[config.mk]
export PLATFORM = sky130hd
export DESIGN_NAME = mux_scan_sequencer
export DESIGN_NICKNAME = d
export VERILOG_FILES = /design/src/rtl/mux_scan_pkg.sv /design/src/rtl/mux_scan_next.sv /design/src/rtl/mux_scan_sequencer.sv
export SDC_FILE = /design/constraint.sdc
export NUM_CORES = 1
export LEC_CHECK = 0
export CORE_ASPECT_RATIO = 1.1
export CORE_MARGIN = 3
export CORE_UTILIZATION = 47
export CTS_CLUSTER_SIZE = 25
export DETAILED_ROUTE_END_ITERATION = 8
export PLACE_DENSITY = 0.77
export RECOVER_POWER = 25
export SETUP_SLACK_MARGIN = 0.2
export SYNTH_ARGS = -nofsm -noshare
export SYNTH_HDL_FRONTEND = slang
export SYNTH_SLANG_ARGS = --single-unit
[constraint.sdc]
create_clock -name clk -period 1.69 [get_ports clk]
set_input_delay 0.507 -clock clk [delete_from_list [all_inputs] [get_ports clk]]
set_output_delay 0.507 -clock clk [all_outputs]
set_load 0.02 [all_outputs]
[src/rtl/mux_scan_pkg.sv]
// Shared channel geometry and FSM encoding for the mux scan sequencer.
package mux_scan_pkg;
   localparam int NUM_CH = 4;
   localparam int CH_W   = 2;

   typedef enum logic [1:0] {
      IDLE  = 2'd0,
      DWELL = 2'd1,
      ROUTE = 2'd2
   } state_t;
endpackage

[src/rtl/mux_scan_next.sv]
// Channel picker: lowest set mask bit, and the next enabled channel above cur_ch.
module mux_scan_next
   import mux_scan_pkg::*;
(
   input  logic [NUM_CH-1:0] mask,
   input  logic [CH_W-1:0]   cur_ch,
   output logic [CH_W-1:0]   next_ch,
   output logic              has_next,
   output logic [CH_W-1:0]   first_ch
);
   // Descending walk so the lowest qualifying bit is the last one written.
   always_comb begin
      next_ch  = cur_ch;
      has_next = 1'b0;
      first_ch = '0;
      for (int i = NUM_CH-1; i >= 0; i--) begin
         if (mask[i]) first_ch = CH_W'(i);
         if (mask[i] && (i > int'(cur_ch))) begin
            has_next = 1'b1;
            next_ch  = CH_W'(i);
         end
      end
   end
endmodule

[src/rtl/mux_scan_sequencer.sv]
// Scans enabled mux channels, samples each after a dwell, and routes it to the dmux.
// Build option: define MUX_SCAN_VOTE_EN to capture a majority vote over the dwell.
module mux_scan_sequencer
   import mux_scan_pkg::*;
#(
   parameter int DWELL_CYCLES = 4,
   parameter int CNT_W        = 8
) (
   input  logic              clk,
   input  logic              rst,
   input  logic              start,
   input  logic              stop,
   input  logic              cont,
   input  logic [NUM_CH-1:0] ch_mask,
   input  logic              sample_in,
   output logic [CH_W-1:0]   mux_sel,
   output logic [CH_W-1:0]   dmux_sel,
   output logic              dmux_en,
   output logic              dmux_data,
   output logic              busy,
   output logic              frame_done
);
   state_t              state, state_nxt;
   logic [CH_W-1:0]     cur_ch, cur_nxt;
   logic [NUM_CH-1:0]   mask_lat, mask_nxt;
   logic                cont_lat, cont_nxt;
   logic [CNT_W-1:0]    cnt, cnt_nxt;
   logic                stop_pending, stop_nxt;
   logic [CH_W-1:0]     mux_sel_nxt, dmux_sel_nxt;
   logic                dmux_en_nxt, data_nxt, frame_done_nxt;
   logic                captured;

   logic [CH_W-1:0]     next_ch, first_in;
   logic                has_next;
   logic [CH_W-1:0]     first_unused, next_unused;
   logic                has_unused;

   mux_scan_next u_next (
      .mask     (mask_lat),
      .cur_ch   (cur_ch),
      .next_ch  (next_ch),
      .has_next (has_next),
      .first_ch (first_unused)
   );

   // Second picker looks at the live mask for start and continuous wrap.
   mux_scan_next u_first (
      .mask     (ch_mask),
      .cur_ch   ('0),
      .next_ch  (next_unused),
      .has_next (has_unused),
      .first_ch (first_in)
   );

`ifdef MUX_SCAN_VOTE_EN
   logic [CNT_W-1:0] ones, ones_nxt;
   logic [CNT_W:0]   ones_tot;

   assign ones_tot = {1'b0, ones} + {{CNT_W{1'b0}}, sample_in};
   assign captured = {ones_tot, 1'b0} > (CNT_W+2)'(DWELL_CYCLES);
   // Anything other than DWELL->DWELL either enters a new dwell or leaves one.
   assign ones_nxt = (state == DWELL && state_nxt == DWELL) ? ones_tot[CNT_W-1:0] : '0;

   always_ff @(posedge clk or posedge rst) begin
      if (rst) ones <= '0;
      else     ones <= ones_nxt;
   end
`else
   assign captured = sample_in;
`endif

   always_comb begin
      state_nxt      = state;
      cur_nxt        = cur_ch;
      mask_nxt       = mask_lat;
      cont_nxt       = cont_lat;
      cnt_nxt        = cnt;
      stop_nxt       = stop_pending;
      mux_sel_nxt    = mux_sel;
      dmux_sel_nxt   = dmux_sel;
      dmux_en_nxt    = 1'b0;
      data_nxt       = dmux_data;
      frame_done_nxt = 1'b0;
      unique case (state)
         IDLE: begin
            stop_nxt = 1'b0;
            if (start && !stop && (ch_mask != '0)) begin
               mask_nxt    = ch_mask;
               cont_nxt    = cont;
               cur_nxt     = first_in;
               mux_sel_nxt = first_in;
               cnt_nxt     = '0;
               state_nxt   = DWELL;
            end
         end
         DWELL: begin
            if (stop) stop_nxt = 1'b1;
            cnt_nxt = cnt + 1'b1;
            if (cnt == CNT_W'(DWELL_CYCLES-1)) begin
               data_nxt       = captured;
               dmux_en_nxt    = 1'b1;
               dmux_sel_nxt   = cur_ch;
               frame_done_nxt = !has_next;
               state_nxt      = ROUTE;
            end
         end
         ROUTE: begin
            // A stop raised during ROUTE itself still ends the scan here.
            stop_nxt = 1'b0;
            cnt_nxt  = '0;
            if (has_next && !(stop_pending || stop)) begin
               cur_nxt     = next_ch;
               mux_sel_nxt = next_ch;
               state_nxt   = DWELL;
            end else if (!has_next && cont_lat && !(stop_pending || stop)) begin
               mask_nxt = ch_mask;
               if (ch_mask != '0) begin
                  cur_nxt     = first_in;
                  mux_sel_nxt = first_in;
                  state_nxt   = DWELL;
               end else begin
                  state_nxt = IDLE;
               end
            end else begin
               state_nxt = IDLE;
            end
         end
         default: state_nxt = IDLE;
      endcase
   end

   always_ff @(posedge clk or posedge rst) begin
      if (rst) begin
         state        <= IDLE;
         cur_ch       <= '0;
         mask_lat     <= '0;
         cont_lat     <= 1'b0;
         cnt          <= '0;
         stop_pending <= 1'b0;
         mux_sel      <= '0;
         dmux_sel     <= '0;
         dmux_en      <= 1'b0;
         dmux_data    <= 1'b0;
         busy         <= 1'b0;
         frame_done   <= 1'b0;
      end else begin
         state        <= state_nxt;
         cur_ch       <= cur_nxt;
         mask_lat     <= mask_nxt;
         cont_lat     <= cont_nxt;
         cnt          <= cnt_nxt;
         stop_pending <= stop_nxt;
         mux_sel      <= mux_sel_nxt;
         dmux_sel     <= dmux_sel_nxt;
         dmux_en      <= dmux_en_nxt;
         dmux_data    <= data_nxt;
         busy         <= (state_nxt != IDLE);
         frame_done   <= frame_done_nxt;
      end
   end
endmodule

==> flow_metrics.py <==
metrics = {
    "status": {
        "status": "complete, but fails checks",
        "failed_checks": "setup timing",
    },
    "sta": {
        "hold_viol": 0,
        "setup_violations": 7,
        "period_share_pct": 107.0,
        "period_minus_slack_ns": 1.808,
        "fin_skew_ns": 0.008127,
        "fin_tns_setup_ns": -0.4620,
        "worst_pin_slew_ns": 0.5992,
        "max_slew_margin_pct": 60.06,
        "max_freq_mhz": 553.0,
        "worst_slack_ns": -0.1183,
        "rsz0062_at_grt": "yes",
        "finalMaxSlewViolations": 0,
    },
    "placement": {
        "place_congestion": 0.8950,
        "postPlaceCellArea_um2": 1528,
        "dpl.hpwl_mm": 2.053,
        "io_buffer_count": 17,
    },
    "clock_tree": {
        "clkLatencyLatePin_ns": 0.31,
        "clockBufferDepth": 2,
        "numCtsBuffers": 3,
        "cts_tree": "yes",
        "ctsHtreeMaxLevel": 1,
        "cts-root-buf": "clkbuf_4",
        "cts.clk_slew.worst_paths_ns": 0.12,
        "numClockSinks": 23,
    },
    "drt": {
        "vias_per_cell": 5.742,
        "vias": 1045,
        "ant_nets": 0,
        "wl_per_cell_um": 16.76,
        "drtPass1Iterations": 4,
        "drtIter0Drc": 42,
        "drc": 0,
        "wirelength_mm": 3.050,
    },
    "global_routing": {
        "antenna_found_initial": 0,
        "grt_pass1_wl_mm": 4.926,
        "grt_usage_pct": 21.88,
        "gr-total-overflow": 0,
        "grt_pass1_vias": 1074,
        "grt_max_degree": 24,
    },
    "setup_path": {
        "crit_chain": "clkdlybuf4s15_2 > or4b_4 > a2111oi_4 > and3b_1 > mux2_4",
        "worstPathRequired_ns": 1.90,
        "worst-path-buf-inv": 1,
        "reg2regPathDepth": 4,
        "path_depth": 5,
        "cp-start-kind": "primary input",
        "critical-path-top-delay-family": "simple AND/OR/NAND/NOR gates",
        "critical_path.endpoint_type": "register",
        "r2r-end": "cur_ch[0]",
        "cp.arrival_ns": 2.01,
        "path_class": "primary input to register",
        "max_stage_delay_ns": 0.54,
        "r2r_slack_ns": -0.11,
        "worst-path-max-fanout": 4,
        "crit_slowest_cell": "or4b_4",
        "r2r-start": "stop_pending",
    },
    "worst_hold_path": {
        "hold_path_depth": 2,
        "worstHoldStart": "ch_mask[3]",
        "hold_end": "mask_lat[3]",
        "min-delay-path-class": "primary input to register",
    },
    "synthesis": {
        "synth_area_um2": 1166,
        "syn_nets": 120,
        "yosysWarningCount": 0,
        "ys_ff_latch": 23,
        "synth.largest_area_cell": "dfrtp_1",
        "avgSynthCellArea_um2": 10.70,
        "synth.area.top_cells": "dfrtp_1 (49%), mux2_2 (6.8%), o31ai_1 (3.9%), a2111oi_4 (2.4%), nor2_1 (2.3%)",
        "syn_inst": 109,
        "yosysUniqueCellTypes": 36,
        "synth_top_cell_area_share_pct": 49.36,
        "ys_seq_area_share_pct": 49.36,
    },
    "floorplan": {
        "die-height_um": 58.24,
        "start_util_pct": 50.76,
        "placementRows": 18,
        "core_area_um2": 2297,
        "die_width_um": 53.49,
        "dieArea_um2": 3115,
        "ios": 18,
    },
    "flow_run": {
        "maxCapViolCount": 0,
    },
    "layout": {
        "num_antenna_cells": 0,
        "layout-drive-gt1-share_pct": 45.39,
        "syn_to_final_growth_pct": 43.99,
        "nets": 164,
        "final_cell_mix": "dfrtp_1 (22), buf_4 (20)",
        "final_area_um2": 1679,
        "utilization_pct": 73.09,
        "final_common_cell": "dfrtp_1",
    },
    "pwr": {
        "p_total_mw": 2.384,
        "vdd_drop_max_v": 0.001020,
        "p_leak_nw": 0.7502,
        "pwr_density_cell_nw_per_um2": 1420,
    },
}
[worst max-delay path by stage]
stage / startpoint / endpoint / slack (ns)
global route: cur_ch[0] / cur_ch[1] / -0.18
finish: stop / cur_ch[0] / -0.12
CTS: stop_pending / cur_ch[0] / -0.11
floorplan: stop / cur_ch[0] / -0.26
detailed placement: stop / cur_ch[1] / -0.72
global placement: stop / cur_ch[0] / -0.67
[routing by layer]
layer  part of all wire, %  global-route usage, %  up-vias
met1                    43                  28.64      521
met4                   2.5                  11.31        0
met5                     0                      0        -
met3                   4.2                  2.828        6
met2                    51                  34.85       30
li1                      -                      -      488
[cells in the mapped netlist, drive strengths merged]
library cell and number:
inv 6, a211oi 3, or2 1, ha 1, and3b 1, mux2i 1
a21oi 4, a41oi 1, nor4b 2, o21bai 1, xnor2 1, nand4 2
nand3 4, or4 1, a22o 2, o41ai 1, and3 2, and2 3
nor3 3, nor2b 4, or4b 1, nand2b 2, o21ai 6, o31ai 6
clkbuf 2, nor2 7, nand2 6, a2111oi 1, a311oi 1, o21a 1
mux2 8, o211ai 1, dfrtp 23
[report_power, final]
| group | internal (mW) | switching [mW] | leakage [nW] |
|---|---|---|---|
| Sequential | 0.724 | 0.137 | 0.296 |
| Clock | 0.0922 | 0.166 | 0.0150 |
| Combinational | 0.632 | 0.632 | 0.439 |
| Total | 1.45 | 0.935 | 0.750 |
[cells by family after synthesis]
kind of cell / synth area share, %
adder cells (fa/ha/maj): 1.073
XOR/XNOR: 0.7512
flip-flops: 49.36
AND/OR/NAND/NOR: 18.78
multiplexers: 8.906
AO/OA/AOI/OAI: 18.56
buffers and inverters: 2.575
[sequential cells by signal (all words and copies together), names as in the netlist]
register      flops
busy              1
cnt               8
cont_lat          1
cur_ch            2
dmux_data         1
dmux_en           1
dmux_sel          2
frame_done        1
mask_lat          3
state             2
stop_pending      1
[timing repair]
| item | in CTS | in global routing |
|---|---|---|
| buffers inserted | 4 | 3 |
| gates resized for setup | 62 | 13 |
| pin swaps | 4 | 3 |
| cloned | 0 | 0 |
| endpoints found under the hold margin | 0 | 0 |
| hold buffers | 0 | 0 |
| setup endpoints to repair | 28 | 25 |
[area by class of cell]
| cell class | instances | area [um^2] |
|---|---|---|
| Sequential cell | 23 | 576.8 |
| Multi-Input combinational cell | 78 | 678.2 |
| Clock buffer | 4 | 26.28 |
| Tap cell | 30 | 37.54 |
| Fill cell | 168 | 618.1 |
| Inverter | 6 | 22.52 |
| Timing Repair Buffer | 41 | 337.8 |
[per-stage QoR]
stage | setup slack [ns] | std cells | hold slack, ns
6_report | -0.1183 | 182 | 0.4727
5_1_grt | -0.1753 | 182 | 0.4834
4_1_cts | -0.1096 | 179 | 0.4656
3_5_place_dp | -0.7212 | 171 | 0.4967
3_3_place_gp | -0.6690 | 171 | 0.4733
2_1_floorplan | -0.2604 | 109 | 0.4526
No activity file was read; power rests on OpenSTA's default activity.
